===== src/rtl/muxf_pkg.sv =====
// ============================================================================
// muxf_pkg : shared types and fault-application helper for muxf_tree_fi
// Revision : 1.0
// ============================================================================
`default_nettype none

package muxf_pkg;

  typedef enum logic [1:0] {
    CLEAR = 2'b00,
    FORCE = 2'b01,
    FLIP  = 2'b10,
    RSVD  = 2'b11
  } fi_mode_t;

  typedef enum logic [1:0] {
    IDLE   = 2'b00,
    TIMED  = 2'b01,
    STICKY = 2'b10
  } fi_state_t;

  // Per-bit so it composes over any data width; CLEAR and RSVD pass data through.
  function automatic logic fault_apply(input logic m, input logic mask,
                                       input logic value, input fi_mode_t mode);
    logic r;
    case (mode)
      FORCE:   r = mask ? value : m;
      FLIP:    r = m ^ mask;
      default: r = m;
    endcase
    return r;
  endfunction

endpackage

`default_nettype wire


===== src/rtl/muxf_fi_ctrl.sv =====
// ============================================================================
// muxf_fi_ctrl : fault-injection FSM, duration counter, config and handshake
// Revision : 1.0
// ============================================================================
`default_nettype none

module muxf_fi_ctrl
  import muxf_pkg::*;
#(
  parameter int WIDTH = 1,
  parameter int CNT_W = 16
) (
  input  logic             clk_i,
  input  logic             rst_i,
  input  logic             ce_i,
  input  logic             fi_valid_i,
  output logic             fi_ready_o,
  input  fi_mode_t         fi_mode_i,
  input  logic [WIDTH-1:0] fi_mask_i,
  input  logic [WIDTH-1:0] fi_value_i,
  input  logic [CNT_W-1:0] fi_cycles_i,
  output logic             fi_active_o,
  output fi_mode_t         app_mode_o,
  output logic [WIDTH-1:0] app_mask_o,
  output logic [WIDTH-1:0] app_value_o
);

  fi_state_t        state_q, state_d;
  fi_mode_t         mode_q,  mode_d;
  logic [CNT_W-1:0] cnt_q,   cnt_d;
  logic [WIDTH-1:0] mask_q,  mask_d;
  logic [WIDTH-1:0] value_q, value_d;
  logic             accept;
  logic             is_fault_cmd;

  assign fi_ready_o   = (state_q != TIMED);
  assign fi_active_o  = (state_q != IDLE);
  assign accept       = fi_valid_i & fi_ready_o;
  assign is_fault_cmd = (fi_mode_i == FORCE) || (fi_mode_i == FLIP);

  // The capture stage sees the registered configuration, so an accepted
  // command only affects O from the following edge onward.
  assign app_mode_o  = (state_q == IDLE) ? CLEAR : mode_q;
  assign app_mask_o  = mask_q;
  assign app_value_o = value_q;

  always_comb begin
    state_d = state_q;
    mode_d  = mode_q;
    cnt_d   = cnt_q;
    mask_d  = mask_q;
    value_d = value_q;
    case (state_q)
      TIMED: begin
        if (ce_i) begin
          cnt_d = cnt_q - {{(CNT_W-1){1'b0}}, 1'b1};
          if (cnt_q == {{(CNT_W-1){1'b0}}, 1'b1}) begin
            state_d = IDLE;
          end
        end
      end
      IDLE, STICKY: begin
        if (accept) begin
          if (is_fault_cmd) begin
            mode_d  = fi_mode_i;
            mask_d  = fi_mask_i;
            value_d = fi_value_i;
            cnt_d   = fi_cycles_i;
            state_d = (fi_cycles_i == '0) ? STICKY : TIMED;
          end else begin
            state_d = IDLE;
            mode_d  = CLEAR;
            mask_d  = '0;
            value_d = '0;
            cnt_d   = '0;
          end
        end
      end
      default: state_d = IDLE;
    endcase
  end

  always_ff @(posedge clk_i) begin
    if (rst_i) begin
      state_q <= IDLE;
      mode_q  <= CLEAR;
      cnt_q   <= '0;
      mask_q  <= '0;
      value_q <= '0;
    end else begin
      state_q <= state_d;
      mode_q  <= mode_d;
      cnt_q   <= cnt_d;
      mask_q  <= mask_d;
      value_q <= value_d;
    end
  end

endmodule

`default_nettype wire


===== src/rtl/muxf_tree_fi.sv =====
// ============================================================================
// muxf_tree_fi : registered N:1 wide mux with combinational LO and faultable O
// Revision : 1.0
// ============================================================================
`default_nettype none

module muxf_tree_fi
  import muxf_pkg::*;
#(
  parameter int               WIDTH  = 1,
  parameter int               NUM_IN = 8,
  parameter logic [WIDTH-1:0] INIT   = '0,
  parameter int               CNT_W  = 16
) (
  input  logic                      C,
  input  logic                      R,
  input  logic                      CE,
  input  logic [NUM_IN*WIDTH-1:0]   I,
  input  logic [$clog2(NUM_IN)-1:0] S,
  output logic [WIDTH-1:0]          LO,
  output logic [WIDTH-1:0]          O,
  input  logic                      fi_valid,
  output logic                      fi_ready,
  input  logic [1:0]                fi_mode,
  input  logic [WIDTH-1:0]          fi_mask,
  input  logic [WIDTH-1:0]          fi_value,
  input  logic [CNT_W-1:0]          fi_cycles,
  output logic                      fi_active
);

  logic [WIDTH-1:0] slot [NUM_IN];
  logic [WIDTH-1:0] m;
  logic [WIDTH-1:0] o_d;
  logic [WIDTH-1:0] o_q;
  fi_mode_t         app_mode;
  logic [WIDTH-1:0] app_mask;
  logic [WIDTH-1:0] app_value;

  for (genvar k = 0; k < NUM_IN; k++) begin : g_slot
    assign slot[k] = I[k*WIDTH +: WIDTH];
  end

  assign m  = slot[S];
  assign LO = m;

  for (genvar b = 0; b < WIDTH; b++) begin : g_bit
    assign o_d[b] = fault_apply(m[b], app_mask[b], app_value[b], app_mode);
  end

  muxf_fi_ctrl #(
    .WIDTH (WIDTH),
    .CNT_W (CNT_W)
  ) u_ctrl (
    .clk_i       (C),
    .rst_i       (R),
    .ce_i        (CE),
    .fi_valid_i  (fi_valid),
    .fi_ready_o  (fi_ready),
    .fi_mode_i   (fi_mode_t'(fi_mode)),
    .fi_mask_i   (fi_mask),
    .fi_value_i  (fi_value),
    .fi_cycles_i (fi_cycles),
    .fi_active_o (fi_active),
    .app_mode_o  (app_mode),
    .app_mask_o  (app_mask),
    .app_value_o (app_value)
  );

  always_ff @(posedge C) begin
    if (R) begin
      o_q <= INIT;
    end else if (CE) begin
      o_q <= o_d;
    end
  end

  assign O = o_q;

endmodule

`default_nettype wire


===== config.mk =====
export PLATFORM = sky130hd
export DESIGN_NAME = muxf_tree_fi
export DESIGN_NICKNAME = d
export VERILOG_FILES = /design/src/rtl/muxf_pkg.sv /design/src/rtl/muxf_fi_ctrl.sv /design/src/rtl/muxf_tree_fi.sv
export SDC_FILE = /design/constraint.sdc
export NUM_CORES = 1
export LEC_CHECK = 0
export ABC_CLOCK_PERIOD_IN_PS = 3000
export CORE_MARGIN = 1
export CORE_UTILIZATION = 53
export DETAILED_ROUTE_END_ITERATION = 8
export PLACE_DENSITY = 0.93
export SYNTH_ARGS = -nofsm -noshare
export SYNTH_HDL_FRONTEND = slang
export SYNTH_SLANG_ARGS = --single-unit

===== constraint.sdc =====
create_clock -name C -period 3 [get_ports C]
set_input_delay 0.3 -clock C [delete_from_list [all_inputs] [get_ports C]]
set_output_delay 0.3 -clock C [all_outputs]
set_load 0.03 [all_outputs]

==> results of run 1 <==
## flip-flops by register name, indices dropped and copies added, names as in the netlist
name                count
u_ctrl.cnt_q           16
u_ctrl.mode_q           2
u_ctrl.state_q          2
O                       1
u_ctrl.app_mask_o       1
u_ctrl.app_value_o      1
## metal layers
layer  global-route usage  routed length [um]
met5                    0                   0
met4              0.07666                  91
met3              0.06744                 282
met2               0.4575                2001
met1               0.3483                1767
## logic make-up after synthesis
| kind of cell | count (synthesis) |
|---|---|
| multiplexers | 7 |
| adder cells (fa/ha/maj) | 6 |
| flip-flops | 23 |
| AO/OA/AOI/OAI | 55 |
| AND/OR/NAND/NOR | 79 |
| buffers and inverters | 25 |
## per-stage QoR
stage	power, mW	hold WS [ns]
CTS	0.8208	0.4712
floorplan	0.5643	0.4317
finish	0.8308	0.4721
detailed placement	0.6751	0.4524
global route	0.8721	0.5102
global placement	0.6645	0.4505
## power by group through the flow
stage	Clock [mW]	Sequential (mW)	Combinational, mW
2_1_floorplan	0	0.359	0.206
3_3_place_gp	0	0.368	0.297
3_5_place_dp	0	0.369	0.306
4_1_cts	0.152	0.363	0.307
5_1_grt	0.167	0.368	0.338
6_report	0.155	0.364	0.312
## layout make-up
class,instances,area share
multi-input cells,147,0.5003
repair buffers,42,0.2080
well taps,31,0.01966
inverters,13,0.02473
flip-flops and latches,23,0.2334
clock buffers,3,0.01141
clock inverters,1,0.002536
## layout by cell type, fill, tap and decap left out, types with 5 or more instances in the layout
| cell | n |
|---|---|
| nor3_1 | 7 |
| o21ai_0 | 7 |
| clkdlybuf4s50_1 | 38 |
| dfxtp_1 | 23 |
| nor4_1 | 8 |
| ha_1 | 6 |
| nor2_1 | 17 |
| a32oi_1 | 5 |
| nand2_1 | 18 |
| a21oi_1 | 19 |
| inv_1 | 13 |
## path summary, 6_finish.rpt
kind,start,end,depth (start not counted)
setup reg to reg,u_ctrl.state_q[0],O,7
hold reg to reg,u_ctrl.mode_q[1],u_ctrl.mode_q[1],2
hold / removal,u_ctrl.mode_q[1],u_ctrl.mode_q[1],2
setup / recovery,S[1],LO,5
## worst max-delay path: cells and delay by family
family,cells,cell delay [ns]
buffers and inverters,3,1.19
multiplexers,2,0.72
==> flow_summary_export.csv, run 1 <==
group,metric,value,unit
yosys,synth_most_common_cell,"dfxtp_1",
cts,cts_resized,0,
yosys,synth_cells,195,
placement,post-dp-hpwl,3.172,mm
global_route,track_usage,0.2733,
power,p_clk_frac,0.186,
floorplan,row_count,19,
min_path,hold_path.class,"reg -> reg",
yosys,synth.net_count,236,
power,swShare,0.3652,
cts,cts_tree,"done",
yosys,synth_compound_area_frac,0.2395,
route,drc,0,
cells_and_area,final_cells,260,
yosys,muxShareOfSynthArea,0.06452,
worst_setup_path,worst_setup_path_end_kind,"output port",
floorplan,die_w,56.11,um
worst_setup_path,critPathRequiredTime,2.70,ns
placement,numPortBuffers,38,
run_status,status,"complete, no violations",
placement,place_congestion,0.8968,
placement,pre_cts_slack,0.4728,ns
cts,cts_buffers,3,
route,postRouteAntennaNets,0,
yosys,synth_xor_area_frac,0,
yosys,async_flop_share,0,
timing,rsz0062_at_grt,"no",
timing,fin_crit_sh,0.8346,
power,pwr-share-comb,0.376,
timing,relSlewSlack,0.5788,
route,dr.pass1.iters,4,
cts,clockBufferDepth,2,
floorplan,io_pins,39,
worst_setup_path,r2r_slack,0.95,ns
route,dr.first_iter.drc_count,107,
route,routed_via_density,6.300,
timing,finalClockSkew,0.001876,ns
yosys,synth_flop_cell,"dfxtp_1",
worst_setup_path,cp.arrival,2.20,ns
cts,h-tree-depth,1,
route,wl_per_cell,15.93,um
cells_and_area,area_delta_synth_final,27.18,%
yosys,synth_edf_count,0,
worst_setup_path,crit_type,"in -> out",
yosys,synth_seq_cells,23,
cts,cts_num_sinks,23,
timing,setup_viol,0,
floorplan,start_util,0.5626,
cells_and_area,final_util,0.7155,
worst_setup_path,slowest_stage,"clkdlybuf4s50_1",
global_route,antenna_found_initial,0,
floorplan,die_h,56.11,um
yosys,synth_cell_types,44,
yosys,synth_top_area_cell,"dfxtp_1",
power,switchingPower,303.4,uW
route,via_count,1638,
worst_setup_path,critPathMaxFanout,2,
yosys,ys_seq_area_frac,0.2968,
yosys,synth_top_family_by_area,"simple AND/OR/NAND/NOR gates",
timing,final_hold_viol_count,0,
cts,cts_root_buf,"clkbuf_4",
yosys,synthSimpleGateAreaFrac,0.2839,
worst_setup_path,path_common_cell,"clkdlybuf4s50_1",
worst_setup_path,slowest_delay,0.59,ns
route,wirelength,4.143,mm
floorplan,core_area,0.002758,mm^2
power,seqPwrFrac,0.438,
yosys,ys_top_cells_by_count,"dfxtp_1, a21oi_1, nand2_1",
yosys,synth_top_cell_area_share,0.2968,
global_route,grt_remaining_overflow,0,
global_route,grt_max_degree,19,
cts,clock_latency,0.33,ns
flow_run,cap_violations,0,
placement,place_inst,256,
cells_and_area,diodes,0,
yosys,synth_area_leaders,"dfxtp_1, a21oi_1, ha_1",
yosys,synth_fa_ha_area_frac,0.04839,
worst_setup_path,start_kind,"input port",
floorplan,die_area,0.003148,mm^2
global_route,first_global_vias,1484,
cells_and_area,final_area,0.001973,mm^2
cells_and_area,drive_gt1_frac,0.07860,
power,p_leak,0.7415,nW
cells_and_area,fin_nets,271,
yosys,avgSynthCellArea,7.956,um^2
power,irDropWorstVdd,357.4,uV
timing,period_needed,2.504,ns
power,power_per_cell_area,421.0,mW/mm^2
yosys,synth_area,0.001551,mm^2
cts,postCtsHoldBufs,0,
cells_and_area,nFillCells,232,
timing,worstMarginPinSlew,0.6318,ns
timing,fin_ws,0.4962,ns
cts,cts_setup_buffers,0,
timing,fin_tns_setup,0,ns
timing,maxSlewViolCount,0,
worst_setup_path,cp_cell_sequence,"clkdlybuf4s50_1 > mux4_2 > mux2i_1 > inv_1 > clkdlybuf4s50_1",
power,p_int,527.4,uW
timing,max_freq,0.3994,GHz
yosys,ys_warn_count,0,
cells_and_area,multiInputGateArea,987.2,um^2
placement,placedInstanceArea,0.001946,mm^2
cells_and_area,layout.area.seq,460.4,um^2
global_route,grt_pass1_wl,6.872,mm
cts,clk_pin_slew,0.14,ns
Note: power is estimated with default switching activity, not from simulation.
==> run 2, diff against run 1 <==
--- a/config.mk
+++ b/config.mk
@@ -5,11 +5,11 @@
 export SDC_FILE = /design/constraint.sdc
 export NUM_CORES = 1
 export LEC_CHECK = 0
-export ABC_CLOCK_PERIOD_IN_PS = 3000
+export ABC_CLOCK_PERIOD_IN_PS = 2200
 export CORE_MARGIN = 1
-export CORE_UTILIZATION = 53
+export CORE_UTILIZATION = 44
 export DETAILED_ROUTE_END_ITERATION = 8
-export PLACE_DENSITY = 0.93
+export PLACE_DENSITY = 0.84
 export SYNTH_ARGS = -nofsm -noshare
 export SYNTH_HDL_FRONTEND = slang
 export SYNTH_SLANG_ARGS = --single-unit
==> constraint.sdc (replaced) <==
create_clock -name C -period 2.2 [get_ports C]
set_input_delay 0.22 -clock C [delete_from_list [all_inputs] [get_ports C]]
set_output_delay 0.22 -clock C [all_outputs]
set_load 0.03 [all_outputs]
==> flow_summary_export.csv, run 2 (synthesized netlist as in run 1, its figures left out) <==
group,metric,value,unit
cts,cts_buffers,3,
worst_setup_path,crit_type,"in -> out",
cts,cts_num_sinks,23,
cells_and_area,largest_register,"u_ctrl.cnt_q",
floorplan,die_w,61.38,um
route,dr.pass1.iters,4,
timing,period_needed,2.097,ns
timing,fin_tns_setup,0,ns
timing,maxSlewViolCount,0,
worst_setup_path,critPathMaxFanout,2,
worst_setup_path,path_delay_family,"buffers and inverters",
route,wl_per_cell,14.28,um
timing,fin_ws,0.1034,ns
floorplan,core_area,0.003363,mm^2
power,irDropWorstVdd,256.3,uV
cts,clock_latency,0.31,ns
floorplan,die_area,0.003768,mm^2
worst_setup_path,cp_cell_sequence,"clkdlybuf4s50_1 > mux4_2 > mux2i_1 > inv_1 > dlygate4sd2_1",
floorplan,io_pins,39,
floorplan,row_count,21,
min_path,hold_path.class,"reg -> reg",
route,wirelength,4.056,mm
worst_setup_path,slowest_stage,"clkdlybuf4s50_1",
worst_setup_path,rr_worst_depth,5,
cts,clockBufferDepth,2,
placement,pre_cts_slack,-0.1426,ns
cells_and_area,final_cell_mix,"clkdlybuf4s50_1, dfxtp_1, a21oi_1",
timing,setup_viol,0,
worst_setup_path,critPathLaunch,"S[1]",
placement,post-dp-hpwl,3.229,mm
route,drc,0,
timing,fin_crit_sh,0.9530,
min_path,hold_depth,2,
cts,h-tree-depth,1,
timing,rsz0062_at_grt,"no",
cells_and_area,nFillCells,323,
worst_setup_path,worst_setup_path_end_kind,"output port",
worst_setup_path,r2r-end,"u_ctrl.cnt_q[12]",
global_route,grt_max_degree,20,
worst_setup_path,cp.arrival,1.88,ns
global_route,grt_pass1_wl,6.492,mm
worst_setup_path,slowest_delay,0.52,ns
cts,cts_tree,"done",
cells_and_area,diodes,0,
worst_setup_path,crit_cells,5,
cells_and_area,reg_top3,"u_ctrl.cnt_q (16), u_ctrl.mode_q (2), u_ctrl.state_q (2)",
placement,numPortBuffers,38,
timing,relSlewSlack,0.6336,
route,dr.first_iter.drc_count,105,
power,p_leak,0.7844,nW
worst_setup_path,r2r_slack,0.19,ns
cts,clk_pin_slew,0.12,ns
power,p_total,1.143,mW
power,power_per_cell_area,555.5,mW/mm^2
cells_and_area,largest_reg_flops,16,
worst_setup_path,crit_buf_inv,3,
worst_setup_path,critPathRequiredTime,1.98,ns
cells_and_area,mostFrequentLayoutCell,"clkdlybuf4s50_1",
route,routed_via_density,5.722,
flow_run,cap_violations,0,
global_route,antenna_found_initial,0,
cells_and_area,final_util,0.6116,
global_route,first_global_vias,1459,
floorplan,die_h,61.38,um
run_status,status,"complete, no violations",
timing,worstMarginPinSlew,0.5455,ns
timing,finalClockSkew,0.008639,ns
worst_setup_path,start_kind,"input port",
route,via_count,1625,
cells_and_area,drive_gt1_frac,0.1092,
route,postRouteAntennaNets,0,
floorplan,start_util,0.4613,
cts,cts_root_buf,"clkbuf_4",
global_route,grt_remaining_overflow,0,
timing,holdWs,0.4698,ns
cells_and_area,area_delta_synth_final,32.58,%
placement,place_congestion,0.9830,
worst_setup_path,endpoint,"LO",
worst_setup_path,r2r-start,"u_ctrl.cnt_q[6]",
global_route,track_usage,0.2330,
timing,max_freq,0.4770,GHz
cells_and_area,fin_nets,280,
cts,postCtsHoldBufs,0,
timing,final_hold_viol_count,0,
run 2: repair_timing:
action	in CTS	in global routing
hold endpoints to repair	0	0
resized for setup	1	0
setup buffers	0	0
endpoints found under the setup margin	1	0
run 2: final cells by class:
| class | instances | area [um^2] | share of cell area |
|---|---|---|---|
| Clock buffer | 4 | 26.28 | 0.01277 |
| Inverter | 13 | 48.80 | 0.02372 |
| Multi-Input combinational cell | 147 | 987.2 | 0.4799 |
| Sequential cell | 23 | 460.4 | 0.2238 |
| Tap cell | 46 | 57.56 | 0.02798 |
| Timing Repair Buffer | 51 | 476.7 | 0.2318 |
run 2: worst reg2reg max path, delay by kind of cell, from the launching register on:
kind / cells / cell delay (ns)
AOI/OAI and AO/OA: 1 / 0.25
and+or+nand+nor: 3 / 0.95
DFF: 1 / 0.38
muxes: 1 / 0.34
run 2: per-layer routing:
metal	wire, um	global-route usage	vias up
met3	240	0.03361	9
li1	-	-	817
met2	1943	0.3742	51
met4	74	0.08571	0
met1	1798	0.3188	748
met5	0	0	-
run 2: how the worst min path moves through the flow:
stage	start	to	slack, ns
3_3_place_gp	u_ctrl.mode_q[0]	u_ctrl.mode_q[0]	0.45
3_5_place_dp	u_ctrl.mode_q[0]	u_ctrl.mode_q[0]	0.45
2_1_floorplan	fi_valid	u_ctrl.state_q[0]	0.37
5_1_grt	u_ctrl.mode_q[1]	u_ctrl.mode_q[1]	0.50
6_report	u_ctrl.mode_q[0]	u_ctrl.mode_q[0]	0.47
4_1_cts	u_ctrl.mode_q[0]	u_ctrl.mode_q[0]	0.47
run 2: power by group:
part	internal, mW	switching (mW)
sequential	0.450	0.0339
clock	0.0708	0.130
combinational	0.222	0.236
run 2: through the flow:
step | instances | instance area (um^2)
after floorplan | 195 | 1551
after CTS | 284 | 2057
after detailed placement | 280 | 2032
after global routing | 284 | 2057
final | 284 | 2057
after global placement | 280 | 2032
==> run 3, diff against run 2 <==
--- a/config.mk
+++ b/config.mk
@@ -5,11 +5,13 @@
 export SDC_FILE = /design/constraint.sdc
 export NUM_CORES = 1
 export LEC_CHECK = 0
-export ABC_CLOCK_PERIOD_IN_PS = 2200
+export ABC_CLOCK_PERIOD_IN_PS = 2220
+export CELL_PAD_IN_SITES_DETAIL_PLACEMENT = 1
+export CELL_PAD_IN_SITES_GLOBAL_PLACEMENT = 2
 export CORE_MARGIN = 1
-export CORE_UTILIZATION = 44
+export CORE_UTILIZATION = 28
 export DETAILED_ROUTE_END_ITERATION = 8
-export PLACE_DENSITY = 0.84
+export PLACE_DENSITY = 0.88
 export SYNTH_ARGS = -nofsm -noshare
 export SYNTH_HDL_FRONTEND = slang
 export SYNTH_SLANG_ARGS = --single-unit
==> constraint.sdc (replaced) <==
create_clock -name C -period 2.22 [get_ports C]
set_input_delay 0.222 -clock C [delete_from_list [all_inputs] [get_ports C]]
set_output_delay 0.222 -clock C [all_outputs]
set_load 0.03 [all_outputs]
==> flow_summary_export.csv, run 3 (synthesized netlist as in run 1, its figures left out) <==
group,metric,value,unit
run_status,status,"complete, no violations",
cts,clk_pin_slew,0.09,ns
cells_and_area,final_area,0.002113,mm^2
floorplan,io_pins,39,
timing,finalClockSkew,0.002864,ns
global_route,grt_max_degree,27,
cts,clock_latency,0.27,ns
power,p_leak,0.7962,nW
worst_setup_path,critPathMaxFanout,2,
floorplan,row_count,26,
placement,place_congestion,0.7817,
min_path,hold_path.class,"reg -> reg",
global_route,grt_remaining_overflow,0,
cells_and_area,largest_register,"u_ctrl.cnt_q",
floorplan,start_util,0.2962,
worst_setup_path,crit_type,"in -> out",
route,postRouteAntennaNets,0,
worst_setup_path,critPathRequiredTime,2.00,ns
cts,clockBufferDepth,2,
worst_setup_path,start_kind,"input port",
min_path,hold_depth,2,
floorplan,die_h,76.44,um
cts,cts_root_buf,"clkbuf_8",
power,power_per_cell_area,578.1,mW/mm^2
timing,fin_tns_setup,0,ns
global_route,antenna_found_initial,0,
cts,cts_tree,"done",
timing,setup_viol,0,
power,p_clk_frac,0.222,
route,routed_via_density,5.265,
cells_and_area,area_delta_synth_final,36.21,%
route,dr.pass1.iters,4,
timing,fin_crit_sh,0.9500,
timing,final_hold_viol_count,0,
placement,post-dp-hpwl,3.821,mm
cells_and_area,mostFrequentLayoutCell,"clkdlybuf4s50_1",
floorplan,die_area,0.005843,mm^2
cells_and_area,reg_top3,"u_ctrl.cnt_q (16), u_ctrl.mode_q (2), u_ctrl.state_q (2)",
worst_setup_path,rr_worst_depth,5,
power,pwr-share-comb,0.380,
timing,max_freq,0.4741,GHz
timing,maxSlewViolCount,0,
route,dr.first_iter.drc_count,101,
cells_and_area,final_cell_mix,"clkdlybuf4s50_1, dfxtp_1, a21oi_1",
cells_and_area,drive_gt1_frac,0.1130,
cts,postCtsHoldBufs,0,
power,irDropWorstVdd,299.8,uV
timing,period_needed,2.109,ns
timing,worstMarginPinSlew,0.4841,ns
power,switchingPower,422.2,uW
power,swShare,0.3456,
timing,rsz0062_at_grt,"no",
placement,numPortBuffers,38,
timing,relSlewSlack,0.6743,
worst_setup_path,worst_setup_path_end_kind,"output port",
timing,fin_ws,0.1109,ns
global_route,grt_pass1_wl,8.604,mm
cts,cts_num_sinks,23,
cells_and_area,fin_nets,281,
route,wirelength,4.942,mm
cts,cts_setup_buffers,0,
power,seqPwrFrac,0.398,
route,via_count,1627,
route,drc,0,
global_route,first_global_vias,1709,
floorplan,die_w,76.44,um
cells_and_area,largest_reg_flops,16,
route,wl_per_cell,15.99,um
placement,placedInstanceArea,0.002069,mm^2
placement,place_inst,305,
global_route,track_usage,0.1834,
worst_setup_path,cp.arrival,1.89,ns
cells_and_area,nFillCells,643,
cells_and_area,final_cells,309,
power,p_int,799.4,uW
floorplan,core_area,0.005238,mm^2
cts,cts_buffers,3,
placement,pre_cts_slack,-0.1388,ns
flow_run,cap_violations,0,
timing,holdWs,0.4636,ns
cells_and_area,diodes,0,
cts,h-tree-depth,1,
[run 3: cell count changes in the layout (fill, tap and decap cells not counted), sizes merged]
cell and delta:
buf +1
[run 3: timing repair]
item,4_1_cts,5_1_grt
endpoints found under the setup margin,1,0
hold endpoints to repair,0,0
resized for setup,1,0
[run 3: layout make-up]
type / instances / area (um^2) / area share
clock buffer: 4 / 45.04 / 0.02131
inverter: 13 / 48.80 / 0.02309
multi-input combinational: 147 / 987.2 / 0.4671
sequential: 23 / 460.4 / 0.2179
tap: 70 / 87.58 / 0.04144
timing repair buffer: 52 / 484.2 / 0.2291
[run 3: critical path: stages]
cell             delay (ns)
clkdlybuf4s50_1        0.53
mux4_2                 0.50
mux2i_1                0.19
inv_1                  0.08
dlygate4sd2_1          0.36
[run 3: metrics by stage]
step | utilization | power, mW
4_1_cts | 0.4035 | 1.235
3_5_place_dp | 0.3951 | 0.9577
6_report | 0.4035 | 1.222
2_1_floorplan | - | 0.7625
5_1_grt | 0.4035 | 1.312
3_3_place_gp | 0.3951 | 0.9518
[run 3: path summary, 6_finish.rpt]
kind | startpoint | endpoint | slack, ns
worst max-delay path | S[1] | LO | 0.11
worst min-delay path | u_ctrl.mode_q[0] | u_ctrl.mode_q[0] | 0.46
worst max register to register | u_ctrl.cnt_q[6] | u_ctrl.cnt_q[12] | 0.18
worst min register to register | u_ctrl.mode_q[0] | u_ctrl.mode_q[0] | 0.46
[run 3: power by group through the flow]
stage	clock, mW	combinational [mW]	sequential (mW)
detailed placement	0	0.463	0.495
finish	0.272	0.464	0.486
global placement	0	0.458	0.494
global route	0.304	0.515	0.492
floorplan	0	0.278	0.485
CTS	0.284	0.465	0.486
[run 3: layer usage]
layer  routed length (um)  global-route usage  share of wire  vias up
li1                     -                   -              -      811
met1                 2449              0.2515           0.50      777
met2                 2303              0.3063           0.47       37
met3                  172             0.02994          0.035        2
met4                   17             0.02692         0.0034        0
met5                    0                   0              0        -
